File: config.mk
export PLATFORM = sky130hd
export DESIGN_NAME = countdown_led_driver
export DESIGN_NICKNAME = d
export VERILOG_FILES = /design/src/rtl/led_status_pkg.sv /design/src/rtl/countdown_led_driver_blink_prescaler.sv /design/src/rtl/countdown_led_driver.sv
export SDC_FILE = /design/constraint.sdc
export NUM_CORES = 1
export LEC_CHECK = 0
export ABC_AREA = 0
export CAP_MARGIN = 25
export CORE_ASPECT_RATIO = 0.9
export CORE_MARGIN = 5
export CORE_UTILIZATION = 45
export DETAILED_ROUTE_END_ITERATION = 6
export GPL_TIMING_DRIVEN = 0
export REMOVE_ABC_BUFFERS = 1
export SLEW_MARGIN = 15
export SYNTH_ARGS = -nofsm -noshare
export SYNTH_HDL_FRONTEND = slang
export SYNTH_SLANG_ARGS = --single-unit
File: constraint.sdc
create_clock -name clk -period 2.5 [get_ports clk]
set_input_delay 0.5 -clock clk [delete_from_list [all_inputs] [get_ports clk]]
set_output_delay 0.5 -clock clk [all_outputs]
set_load 0.005 [all_outputs]
File: src/rtl/led_status_pkg.sv
// Shared types and LED constants for the countdown status LED driver.
package led_status_pkg;

    typedef enum logic [2:0] {
        ST_IDLE,
        ST_ARMED,
        ST_COUNT,
        ST_WARN,
        ST_BOOM
    } led_state_t;

    localparam logic [3:0] LEDS_OFF  = 4'b0000;
    localparam logic [3:0] LEDS_ALL  = 4'b1111;
    localparam logic [3:0] WALK_SEED = 4'b0001;

    // One step of the walking light: rotate left by one position.
    function automatic logic [3:0] walk_step(input logic [3:0] walk);
        return {walk[2:0], walk[3]};
    endfunction

endpackage

File: src/rtl/countdown_led_driver_blink_prescaler.sv
// Blink prescaler: counts 0..BLINK_HALF-1 and flips phase on each wrap.
// A restart clears the count and forces phase lit so the first flash after
// a state change is always a full half-period on.
module blink_prescaler #(
    parameter int BLINK_HALF = 1500000
) (
    input  logic clk,
    input  logic rst_n,
    input  logic restart,
    output logic phase,
    output logic toggle_pulse
);

    localparam int CW = (BLINK_HALF > 2) ? $clog2(BLINK_HALF) : 1;
    localparam logic [CW-1:0] CNT_LAST = CW'(BLINK_HALF - 1);

    logic [CW-1:0] cnt;
    logic          wrap;

    assign wrap         = (cnt == CNT_LAST);
    // High in the cycle whose closing edge flips phase; suppressed by restart.
    assign toggle_pulse = wrap && !restart;

    // Half-period counter and phase flag.
    always_ff @(posedge clk or negedge rst_n) begin
        if (!rst_n) begin
            cnt   <= '0;
            phase <= 1'b1;
        end else if (restart) begin
            cnt   <= '0;
            phase <= 1'b1;
        end else if (wrap) begin
            cnt   <= '0;
            phase <= ~phase;
        end else begin
            cnt   <= cnt + 1'b1;
        end
    end

endmodule

File: src/rtl/countdown_led_driver.sv
// Countdown status LED driver: maps the countdown value and critical flag to
// one of five registered LED patterns, with a latched terminal alarm that
// only an operator acknowledge at count zero clears.
//
// state    | meaning
// ---------+-------------------------------------------------
// ST_IDLE  | count zero, not armed: LEDs off
// ST_ARMED | count zero, armed: walking light
// ST_COUNT | count 1..CNT_MAX-4: binary value, steady
// ST_WARN  | count CNT_MAX-3..CNT_MAX-1: value blinking
// ST_BOOM  | terminal reached: all LEDs flashing until ack at count zero
module countdown_led_driver
    import led_status_pkg::*;
#(
    parameter int BLINK_HALF = 1500000,
    parameter int CNT_MAX    = 10
) (
    input  logic       clk,
    input  logic       rst_n,
    input  logic [3:0] cnt_in,
    input  logic       armed,
    input  logic       ack,
    output logic [3:0] leds,
    output logic       boom
);

    localparam logic [3:0] CNT_TERM    = 4'(CNT_MAX);
    localparam logic [3:0] CNT_WARN_LO = 4'(CNT_MAX - 3);

    led_state_t state, next_state;
    logic       restart;
    logic       phase, toggle_pulse, phase_next;
    logic [3:0] walk, walk_next, leds_next;

    blink_prescaler #(.BLINK_HALF(BLINK_HALF)) u_prescaler (
        .clk          (clk),
        .rst_n        (rst_n),
        .restart      (restart),
        .phase        (phase),
        .toggle_pulse (toggle_pulse)
    );

    // Next state by priority; BOOM is latched until ack at count zero.
    always_comb begin
        next_state = state;
        if (state == ST_BOOM) begin
            next_state = (ack && cnt_in == 4'd0) ? ST_IDLE : ST_BOOM;
        end else if (cnt_in >= CNT_TERM) begin
            next_state = ST_BOOM;
        end else if (cnt_in >= CNT_WARN_LO) begin
            next_state = ST_WARN;
        end else if (cnt_in != 4'd0) begin
            next_state = ST_COUNT;
        end else begin
            next_state = armed ? ST_ARMED : ST_IDLE;
        end
    end

    assign restart    = (next_state != state);
    assign phase_next = restart ? 1'b1 : (phase ^ toggle_pulse);

    // Pattern for the next cycle, built from the values the prescaler and
    // walk register will hold after this edge so outputs track with one cycle latency.
    always_comb begin
        walk_next = walk;
        leds_next = LEDS_OFF;
        if (next_state == ST_ARMED) begin
            if (state != ST_ARMED) begin
                walk_next = WALK_SEED;
            end else if (toggle_pulse) begin
                walk_next = walk_step(walk);
            end
        end
        case (next_state)
            ST_IDLE:  leds_next = LEDS_OFF;
            ST_ARMED: leds_next = walk_next;
            ST_COUNT: leds_next = cnt_in;
            ST_WARN:  leds_next = phase_next ? cnt_in : LEDS_OFF;
            ST_BOOM:  leds_next = phase_next ? LEDS_ALL : LEDS_OFF;
            default:  leds_next = LEDS_OFF;
        endcase
    end

    // State, walk pattern and output registers.
    always_ff @(posedge clk or negedge rst_n) begin
        if (!rst_n) begin
            state <= ST_IDLE;
            walk  <= WALK_SEED;
            leds  <= LEDS_OFF;
            boom  <= 1'b0;
        end else begin
            state <= next_state;
            walk  <= walk_next;
            leds  <= leds_next;
            boom  <= (next_state == ST_BOOM);
        end
    end

endmodule

======== Word level (Yosys, flattened, before mapping) ========
Index checks and enable logic that the tools add are counted.
operators by class
  $add $sub $neg .......................... 1
  $lt $le $gt $ge ......................... 2
  eq/ne operators ......................... 8
  multiplexer cells ....................... 17
  bitwise operators ....................... 2
  reductions and logical operators ........ 6
operator list
  cell                     count
  $mux W21                 2
  $add A21 B1 Y21 const B  1
  $eq A21 B21 Y1 const B   1
  $mux W4                  5
  $pmux W4 S4              1
  $mux W3                  3
  $eq A3 B2 Y1 const B     2
  $eq A3 B3 Y1 const B     2
  $ge A4 B3 Y1 const B     1
  $ge A4 B4 Y1 const B     1
  $logic_not A4 Y1         1
  $mux W1                  4
  $mux W2                  2
  $reduce_bool A4 Y1       1
  $eq A3 B1 Y1 const B     1
  $ne A3 B1 Y1 const B     1
  $ne A3 B3 Y1             1
  $logic_and A1 B1 Y1      2
  $reduce_bool A2 Y1       1
  $logic_not A1 Y1         1
  $not A1 Y1               1
  $xor A1 B1 Y1            1
word-level totals
  bits in registers ....................... 34
  input port bits ......................... 8
  output and inout port bits .............. 5
  logic and storage cells ................. 42

======== Depth between registers and ports, before layout ========
  word-level depth ........................ 12
  depth in mapped cells ................... 7
  depth with buffers taken out ............ 7

======== Hierarchy ========
From an unflattened synthesis, not the netlist that was laid out.
second synthesis, totals
  cell total of the unflattened synthesis .. 178
  area, all modules ....................... 1771.7 um^2
modules (own cells, without submodules)
  module                times used  cells each  area each (um^2)  seq. area each (um^2)
  blink_prescaler       1           115         1126.1            551.8
  countdown_led_driver  1           63          645.6             301.5

======== Least setup slack after synthesis ========
Ideal clock, no wire load.
  path type ............................... register to register
  from .................................... reg u_prescaler.cnt[10]
  to ...................................... reg leds[0]
  arrival time ............................ 2155 ps
  data required time ...................... 2374 ps
  setup slack ............................. 219 ps
  stages on the path, launching flop included .. 7
  clock period less this slack ............ 2281 ps
  cell sequence ........................... dfrtp_1 > or4_1 > nor4_4 > nand2_1 > xor2_1 > a31oi_2 > a221o_1
between the ends
  word-level cells in the longest chain between the ends .. 6
  elaborated cells on any way between the ends .. 10
ends and longest elaborated chain
  element                                          RTL line                                                                            source
  start, declared                                  countdown_led_driver_blink_prescaler.sv:17                                          logic [CW-1:0] cnt;
  start signal, assigned                           countdown_led_driver_blink_prescaler.sv:36                                          cnt <= cnt + 1'b1;
  $eq A21 B21 Y1 (*)                               countdown_led_driver_blink_prescaler.sv:20                                          assign wrap = (cnt == CNT_LAST);
  $logic_and A1 B1 Y1 (*)                          countdown_led_driver_blink_prescaler.sv:22                                          assign toggle_pulse = wrap && !restart;
  $xor A1 B1 Y1 / $mux W4 (equally long branches)  countdown_led_driver.sv:60, countdown_led_driver.sv:70
  $mux W1 / $mux W4 (equally long branches)        countdown_led_driver.sv:60, countdown_led_driver.sv:68
  $mux W4 (on tied branches)                       countdown_led_driver.sv:79, countdown_led_driver.sv:67, countdown_led_driver.sv:78
  $pmux W4 S4 (*)                                  countdown_led_driver.sv:74                                                          case (next_state)
  named net leds_next[0]                           countdown_led_driver.sv:33                                                          logic [3:0] walk, walk_next, leds_next;
  end signal, assigned                             countdown_led_driver.sv:94                                                          leds <= leds_next;
  end, declared                                    countdown_led_driver.sv:23                                                          output logic [3:0] leds,
The timed path passes the listed nets; every way through them passes the cells marked *.
A chain may end at the register's enable or synchronous reset.

======== Final worst setup path ========
  from .................................... in cnt_in[2]
  to ...................................... reg leds[0]
between the ends
  word-level cells in the longest chain between the ends .. 12
  elaborated cells on any way between the ends .. 25
ends and longest elaborated chain
  element                                               RTL line                                                                            source
  start, declared                                       countdown_led_driver.sv:20                                                          input logic [3:0] cnt_in,
  branches (longest 4 deep; another with $ge A4 B3 Y1)  n/a
  $mux W3 (*)                                           countdown_led_driver.sv:46                                                          if (state == ST_BOOM) begin
  $ne A3 B3 Y1                                          countdown_led_driver.sv:59                                                          assign restart = (next_state != state);
  $logic_not A1 Y1                                      countdown_led_driver_blink_prescaler.sv:22
  $logic_and A1 B1 Y1                                   countdown_led_driver_blink_prescaler.sv:22
  $xor A1 B1 Y1 / $mux W4 (equally long branches)       countdown_led_driver.sv:60, countdown_led_driver.sv:70
  $mux W1 / $mux W4 (equally long branches)             countdown_led_driver.sv:60, countdown_led_driver.sv:68
  $mux W4 (on tied branches)                            countdown_led_driver.sv:79, countdown_led_driver.sv:67, countdown_led_driver.sv:78
  $pmux W4 S4 (*)                                       countdown_led_driver.sv:74
  named net leds_next[0]                                countdown_led_driver.sv:33
Mark *: on every way through the listed nets, which the timed path passes.

==> impl_metrics.py <==
metrics = {
    "route": {
        "vias_per_cell": 5.52,
        "drc": 0,
        "wl_mm": 3.18,
        "vias": 1270,
        "drt-initial-drc-count": 60,
        "wl_per_cell_um": 13.8,
        "ant_nets": 0,
        "dr.pass1.iters": 4,
    },
    "worst_setup_path": {
        "arrival_ns": 2.53,
        "cp.required_ns": 2.66,
        "cp-start-kind": "input port",
        "critPathKind": "in -> reg",
        "cp_max_fo": 6,
        "cp-end-kind": "flip-flop",
    },
    "layout": {
        "register_area_um2": 853,
        "n_antenna_cell": 0,
        "syn2layout_area_growth_pct": 19.7,
        "fin_util_pct": 55.2,
        "drive_gt1_share_pct": 14.7,
        "nets": 192,
        "final_cell_area_mm2": 0.00203,
        "final.fill_count": 332,
        "multiInputGateArea_um2": 886,
    },
    "clock_tree": {
        "clock_sinks": 34,
        "cts-root-buf": "clkbuf_8",
        "clkTransAtPathRegs_ns": 0.07,
        "clk_latency_ns": 0.28,
        "cts_buffer_depth": 2,
        "htreeDepth": 2,
        "cts_buffers": 5,
        "cts_tree": "yes",
    },
    "global_routing": {
        "grt_use_total_pct": 15.0,
        "overflow": 0,
        "antenna_found_initial": 0,
        "grt_pass1_vias": 1280,
        "grt_start_max_net_pins": 35,
        "grt_pass1_wl_mm": 5.70,
    },
    "synth": {
        "synthCells": 163,
        "ys_ff_latch": 34,
        "yosys-mux-area-fraction_pct": 2.36,
        "synthAdderAreaFrac_pct": 0.737,
        "synth_top_family_by_area": "simple AND/OR/NAND/NOR gates",
        "synth.avg_cell_area_um2": 10.4,
        "yosysSeqAreaShare_pct": 50.3,
        "synth_warnings": 0,
        "synth_simple_gate_area_share_pct": 26.8,
        "ys_types": 40,
        "synthXorXnorAreaFrac_pct": 10.8,
        "syn_area_mm2": 0.00170,
        "synth_compound_area_share_pct": 7.89,
    },
    "pwr": {
        "p_comb_share_pct": 13.1,
        "p_seq_share_pct": 51.3,
        "powerDensity_mw_per_mm2": 571,
        "p_leak_uw": 0.000894,
        "p_sw_share_pct": 25.0,
        "clkPwrFrac_pct": 35.6,
        "max-vdd-ir-drop_mv": 0.348,
        "p_int_uw": 870,
        "switchingPower_uw": 289,
    },
    "die": {
        "start_util_pct": 46.1,
        "pin_count": 13,
        "core_area_mm2": 0.00368,
        "die_y_um": 68.3,
        "design.die.area_mm2": 0.00510,
        "die_x_um": 74.7,
        "rows": 21,
    },
    "place": {
        "gp_congestion": 0.853,
        "dp_slack_ns": -0.454,
        "postPlaceCellArea_mm2": 0.00186,
        "port_buffers": 12,
        "hpwl_mm": 2.20,
    },
    "sta": {
        "finalHoldViolCount": 0,
        "slew_violations": 0,
        "finalClockSkew_ns": 0.00622,
        "slew_headroom_pct": 50.6,
        "final.setup.tns_ns": 0,
        "fin_crit_ns": 2.37,
        "fin_ws_ns": 0.132,
        "fmax_mhz": 422,
        "setup_violations": 0,
        "worstMarginPinSlew_ns": 0.741,
        "rsz0062_at_grt": "no",
        "timing.final.crit_share_pct": 94.7,
    },
    "outcome": {
        "status": "finished clean",
    },
    "run": {
        "drv_cap": 0,
    },
    "min_path": {
        "hp-class": "in -> async",
    },
}
-- flip-flops by register name (all words and copies together) (netlist names) --
signal / count
boom: 1
u_prescaler.phase: 1
state: 3
leds: 4
walk: 4
u_prescaler.cnt: 21
-- power by group through the flow --
stage | logic, uW | clock network (uW) | registers (uW)
floorplan | 76.0 | 0 | 603
global placement | 144 | 0 | 603
detailed placement | 144 | 0 | 604
CTS | 150 | 431 | 595
global route | 169 | 451 | 598
finish | 152 | 413 | 595
-- cell families (layout without fill, tap and decap cells) --
| logic type | Yosys count | in the layout |
|---|---|---|
| XOR/XNOR | 21 | 21 |
| AO/OA/AOI/OAI | 16 | 16 |
| AND/OR/NAND/NOR | 83 | 83 |
| buffers and inverters | 4 | 25 |
| multiplexers | 4 | 4 |
| adder cells (fa/ha/maj) | 1 | 1 |
| flip-flops | 34 | 34 |
-- layer usage --
metal / vias up / share of wire [%] / global-route usage [%]
met4: 0 / 2.1 / 7.33
met2: 23 / 48 / 24.0
met5: - / 0 / 0
li1: 615 / - / -
met3: 8 / 4.1 / 5.43
met1: 624 / 46 / 17.9
-- final timing paths --
kind | from | end | slack, ns | depth (start not counted)
worst max-delay path | cnt_in[2] | leds[0] | 0.13 | 7
min in group clk | walk[2] | walk[2] | 0.49 | 1
worst max register to register | u_prescaler.cnt[5] | leds[0] | 0.16 | 6
max in group asynchronous | rst_n | walk[2] | 1.75 | 1
worst min register to register | walk[2] | walk[2] | 0.49 | 1
worst min-delay path | rst_n | u_prescaler.cnt[5] | 0.27 | 1
-- critical path, cell delays in order --
cell,delay (ns)
dlygate4sd2_1,0.33
or4_4,0.58
and4b_1,0.21
a211o_1,0.34
nand4_4,0.16
mux2i_1,0.10
a221o_1,0.31
-- cells in the mapped netlist (all sizes together) --
master  instances  area (um2)
dfrtp          32         801
nor2           29         109
nand2          16        62.6
xor2           11        96.3
xnor2          10        87.6
nand3           8        40.0
nand4           7        58.8
and3            6        37.5
a211o           4        35.0
mux2i           4        40.0
nor3            4        20.0
a21o            3        22.5
inv             3        11.3
nor4            3        40.0
a32oi           2        17.5
dfstp           2        52.6
or4             2        18.8
a21boi          1        7.51
a221o           1        10.0
a31o            1        8.76
a31oi           1        12.5
and2            1        8.76
and4            1        8.76
and4b           1        10.0
buf             1        7.51
ha              1        12.5
nor2b           1        6.26
nor4b           1        8.76
o211ai          1        7.51
o21a            1        7.51
o21ai           1        5.00
or3             1        6.26
or3b            1        8.76
or4b            1        10.0
-- layout make-up --
class                   count  share of cell area [%]
multi-input cells         125                    43.6
flip-flops and latches     34                    42.0
repair buffers             14                    6.53
clock buffers               8                    4.44
well taps                  46                    2.83
inverters                   3                   0.555
-- stage by stage --
stage | power, uW | instances | hold slack [ns]
2_1_floorplan | 679 | 162 | 0.204
3_5_place_dp | 748 | 220 | 0.477
3_3_place_gp | 747 | 220 | 0.477
4_1_cts | 1180 | 228 | 0.303
6_report | 1160 | 230 | 0.272
5_1_grt | 1220 | 230 | 0.335
-- layout by cell type, fill, tap and decap left out, types with 2 or more instances in the layout --
master           Yosys  routed
a211o_1              4       4
a21o_1               3       3
a32oi_1              2       2
and3_1               6       6
buf_4                1       2
clkbuf_1             0       2
clkbuf_8             0       6
clkdlybuf4s50_1      0       7
dfrtp_1             32      32
dfstp_2              2       2
dlygate4sd2_1        0       2
dlymetal6s2s_1       0       2
inv_2                2       2
mux2i_1              4       4
nand2_1             15      14
nand3_1              8       8
nand4_1              6       6
nor2_1              29      29
nor3_1               4       3
nor4_4               1       2
xnor2_1             10       9
xor2_1              11      10
-- what timing repair did --
item,4_1_cts,5_1_grt
hold buffers,0,0
pin swaps,0,1
endpoints found under the setup margin,23,22
gates resized for setup,8,7
setup buffers,0,2
Note: power is estimated with default switching activity, not from simulation.
==> RTL edit 1 (config.mk and constraints unchanged) <==
Change the parameter `CNT_MAX` from 10 to 7.
--- a/src/rtl/countdown_led_driver.sv
+++ b/src/rtl/countdown_led_driver.sv
@@ -15,3 +15,3 @@
     parameter int BLINK_HALF = 1500000,
-    parameter int CNT_MAX    = 10
+    parameter int CNT_MAX    = 7
 ) (
Function: changed (Yosys sat finds a counterexample within 4 cycles, from zero or initial values and one cycle with rst_n low).
==> RTL edit 1 against the unedited design <==
- total power grew 14%
- fmax shrank 2.1%
- sequential cell count is the same
- setup slack lost 0.050 ns
- routed wire length grew 6.8%
- count of clock-buffer cells in the layout shrank 1
- cell area grew 0.74%
- area after synthesis grew 4.7%
- sequential share of layout area shrank 0.31 points
- register-to-register slack gained 0.18 ns
- sequential power grew 3%
- largest cell class unchanged
- largest power group unchanged
==> RTL edit 1: results (changes against the unedited design) <==
[grt]
grt_util_met3=0.0442  ; -0.0102
met1_usage=0.173  ; -0.00542
grt_usage=0.133  ; -0.0176

[setup_path]
worstPathMaxFanout=10  ; +4
cp_slowest_cell=clkdlybuf4s50_1
critPathArrivalTime_ns=2.56  ; +0.03 ns
reg2regPathDepth=6  ; unchanged
path_delay_family=buffers and inverters

[final_layout]
clock_buffers=7  ; -1
final-clk-cell-share=0.0569  ; +0.0125
multi_input_area_um2=860  ; -3.0%
nonClockBufferCount=13  ; -1
num-nets-final=204  ; +6.3%
n_fill_cell=363  ; +9.3%
flops_and_latches=34  ; unchanged
multi_input_comb_cells=132  ; +5.6%
drive_above_1_share=0.107  ; -0.0396

[routing]
met3WireLength_um=128  ; -3.0%
wl_met1_mm=1.77  ; +22%
wl_met2_mm=1.46  ; -4.9%
viasPerCell=5.43  ; -1.6%
drtIter0Drc=70  ; +17%

[logic_synthesis]
netlist_top_cells_area=dfrtp_1 45%, nor2_1 6.3%, xnor2_1 5.4%
synthAdderAreaFrac=0.00704  ; -0.000332
synthMuxAreaShare=0.0225  ; -0.00106
synth_seq_area_share=0.480  ; -0.0227
synth_compound_area_frac=0.0937  ; +0.0148
synth_xor_area_frac=0.0986  ; -0.00982
synth_common_cells=32 x dfrtp_1, 30 x nor2_1, 11 x nand3_1, 11 x xnor2_1
synth.avg_cell_area_um2=9.87  ; -5.2%

[power]
max-vdd-ir-drop_mv=0.399  ; +15%

[place]
hpwl_mm=2.40  ; +9.2%
place.gp.congestion=0.772  ; -9.5%
dp_cells=233  ; +5.9%

[status]
status=complete, no violations

[sta]
slew_headroom=0.505  ; -0.00144

## RTL edit 1: cell count changes after synthesis, sizes merged, moves of 4 or more
cell / delta
a21oi: +5
nand3: +4
nand2: -7
nand4: -4
a211o: -4
inv: +6
## RTL edit 1: power by group
group          internal (µW)  switching [µW]
logic                   82.4             120
clock network            325             190
registers                583            27.0
total                    990             337
## RTL edit 1: repair_timing
| action | in CTS | in global routing |
|---|---|---|
| gates resized for setup | 1 | 3 |
| endpoints found under the setup margin | 20 | 20 |
| cloned | 0 | 0 |
| buffers inserted | 0 | 1 |
| pin swaps | 0 | 2 |
## RTL edit 1: worst paths after layout
path / startpoint / end / slack (ns)
setup / recovery: cnt_in[0] / leds[1]$_DFF_PN0_ / 0.08
hold / removal: rst_n / u_prescaler.cnt[2]$_DFF_PN0_ / 0.28
setup reg to reg: u_prescaler.cnt[0]$_DFF_PN0_ / leds[3]$_DFF_PN0_ / 0.34
min in group clk: u_prescaler.cnt[0]$_DFF_PN0_ / u_prescaler.cnt[0]$_DFF_PN0_ / 0.50
max in group asynchronous: rst_n / leds[1]$_DFF_PN0_ / 1.75
hold reg to reg: u_prescaler.cnt[0]$_DFF_PN0_ / u_prescaler.cnt[0]$_DFF_PN0_ / 0.50
## RTL edit 1: through the flow
stage               power [µW]  setup TNS [ns]  setup slack (ns)  utilization  cell area (µm²)
floorplan                  725               0             0.582            -             1730
global placement           806           -8.12            -0.344        0.507             1910
detailed placement         812           -9.82            -0.435        0.506             1900
CTS                       1340               0            0.0178        0.538             2020
global route              1400               0           0.00626        0.544             2050
finish                    1330               0            0.0822        0.544             2050
## RTL edit 1: worst register-to-register path, cell delays in order (launching register included)
cell,delay (ns)
dfrtp_1,0.40
ha_1,0.23
nand4_1,0.15
or4_1,0.59
xnor2_1,0.19
o21ai_0,0.31
o21ai_0,0.15
==> RTL edit 2 (same settings) <==
Without the edit above. The 5 states of `led_state_t` get a one-hot encoding in 5 bits.
--- a/src/rtl/led_status_pkg.sv
+++ b/src/rtl/led_status_pkg.sv
@@ -3,8 +3,8 @@
 
-    typedef enum logic [2:0] {
-        ST_IDLE,
-        ST_ARMED,
-        ST_COUNT,
-        ST_WARN,
-        ST_BOOM
+    typedef enum logic [4:0] {
+        ST_IDLE  = 5'b00001,
+        ST_ARMED = 5'b00010,
+        ST_COUNT = 5'b00100,
+        ST_WARN  = 5'b01000,
+        ST_BOOM  = 5'b10000
     } led_state_t;
Function: same outputs for any inputs over 10 cycles, from zero or initial values and one cycle with rst_n low; not proved beyond that.
==> RTL edit 2 against the unedited design <==
- cell area up 19%
- sequential cell count up 2
- highest routed layer unchanged
- utilization up 0.12 points
- critical endpoint is now leds[1]$_DFF_PN0_
- routed wire length up 27%
- setup slack worse by 0.077 ns
- area after synthesis up 18%
Power is not compared: it rests on default switching activity, and its combinational part moved more than twofold at a synthesized area within 25%.
==> RTL edit 2: results (changes against the unedited design) <==
[clocking]
path_clk_slew_ns=0.08
htree_num_levels=2  ; unchanged
clockBufferDepth=2  ; unchanged
cts-root-buf=clkbuf_8
clkLatencyLatePin_ns=0.29
numCtsBuffers=5  ; unchanged

[grt]
grt_pass1_vias=1503  ; +17%
grt_usage=0.152  ; +0.00233
grt_antenna_before_repair=0  ; unchanged
grt_pass1_wl_mm=6.93  ; +22%
grt_max_degree=21  ; -40%

[final_layout]
num-nets-final=241  ; +26%
num_antenna_cells=0  ; unchanged
n_fill_cell=427  ; +29%
drive_above_1_share=0.193  ; +0.0464
reg.largest.list=u_prescaler.cnt x21, state x5

[routing]
drtIter0Drc=99  ; +65%
viasPerCell=5.27  ; -4.5%
routedWlPerCell_um=13.8  ; -0.60%
firstDrtPassIters=4  ; unchanged

[place]
dp_slack_ns=-0.958  ; -0.504 ns
place.gp.congestion=0.838  ; -1.7%
port_buffers=12  ; unchanged
hpwl_mm=2.97  ; +35%

[setup_path]
slowest_delay_ns=0.42  ; -0.16 ns
critPathArrivalTime_ns=2.61  ; +0.08 ns
worstPathMaxFanout=6  ; unchanged
cp_slowest_cell=or3_4

[logic_synthesis]
synth-main-ff-cell=dfrtp_1
synth_seq_area_share=0.454  ; -0.0494
synth_common_cells=34 x nor2_1, 33 x dfrtp_1, 19 x nand2_1
netlist_top_cells_area=dfrtp_1 41%, nor2_1 6.4%, xnor2_1 4.8%
ys_warn_count=0  ; unchanged
ys_types=53  ; +33%
async_reset_ff_frac=1.00  ; unchanged

[status]
status=complete, no violations

[power]
max-vdd-ir-drop_mv=0.440
p_leak_uw=0.00100

[min_path]
hold_path_class=in2async

[sta]
slew_headroom=0.645  ; +0.139
clock-skew-final_ns=0.00594  ; -0.000279 ns

==> RTL edit 2: layout make-up <==
cell class                      instances  area share
Inverter                               10      0.0155
Tap cell                               62      0.0321
Multi-Input combinational cell        162       0.450
Clock buffer                            5      0.0284
Timing Repair Buffer                   17      0.0631
Sequential cell                        36       0.374
Clock inverter                          3      0.0372
==> RTL edit 2: path summary, 6_finish.rpt <==
| path | from | to | slack [ns] | cells after the start |
|---|---|---|---|---|
| min in group clk | u_prescaler.cnt[0]$_DFF_PN0_ | u_prescaler.cnt[0]$_DFF_PN0_ | 0.48 | 1 |
| setup reg to reg | state[3]$_DFF_PN0_ | leds[1]$_DFF_PN0_ | 0.05 | 7 |
| hold / removal | rst_n | u_prescaler.cnt[15]$_DFF_PN0_ | 0.16 | 1 |
| max in group asynchronous | rst_n | u_prescaler.phase$_DFFE_PN1P_ | 1.82 | 2 |
| hold reg to reg | u_prescaler.cnt[0]$_DFF_PN0_ | u_prescaler.cnt[0]$_DFF_PN0_ | 0.48 | 1 |
| setup / recovery | state[3]$_DFF_PN0_ | leds[1]$_DFF_PN0_ | 0.05 | 7 |
==> RTL edit 2: worst max-delay path: cells and delay by family, from the launching register on <==
kind               cells  cell delay [ns]
AOI/OAI and AO/OA      4             0.97
DFF                    1             0.41
and+or+nand+nor        3             0.95
==> RTL edit 2: cells by family (layout without fill, tap and decap cells) <==
family          after synthesis  in the layout  share of synthesized area
compound gates               28             28                      0.119
xor+xnor                     20             20                     0.0878
fa+ha+maj                     1              1                    0.00627
buf+inv                      14             35                     0.0320
flops                        36             36                      0.454
mux                           1              1                    0.00753
simple gates                112            112                      0.294
==> RTL edit 2: per-layer routing <==
layer,routed length (µm),vias up,GRT usage
li1,-,781,-
met1,2010,741,0.213
met2,1810,28,0.229
met3,180,6,0.0457
met4,56,0,0.0450
met5,0,-,0
==> RTL edit 2: per-stage QoR <==
| stage | instances | area (µm²) |
|---|---|---|
| after floorplan | 208 | 1970 |
| after global placement | 282 | 2170 |
| after detailed placement | 283 | 2190 |
| after CTS | 293 | 2390 |
| after global routing | 295 | 2420 |
| final | 295 | 2420 |
==> RTL edit 2: report_power, final <==
| group | switching (µW) | internal (µW) | leakage [µW] | total [µW] |
|---|---|---|---|---|
| clock network | 212 | 499 | 0.0000784 | 711 |
| logic | 167 | 141 | 0.000452 | 308 |
| registers | 21.9 | 616 | 0.000471 | 638 |
==> RTL edit 2: what timing repair did <==
action | in CTS | in global routing
setup buffers | 2 | 2
pin swaps | 3 | 11
setup endpoints to repair | 29 | 27
gates resized for setup | 20 | 9
hold endpoints to repair | 0 | 0
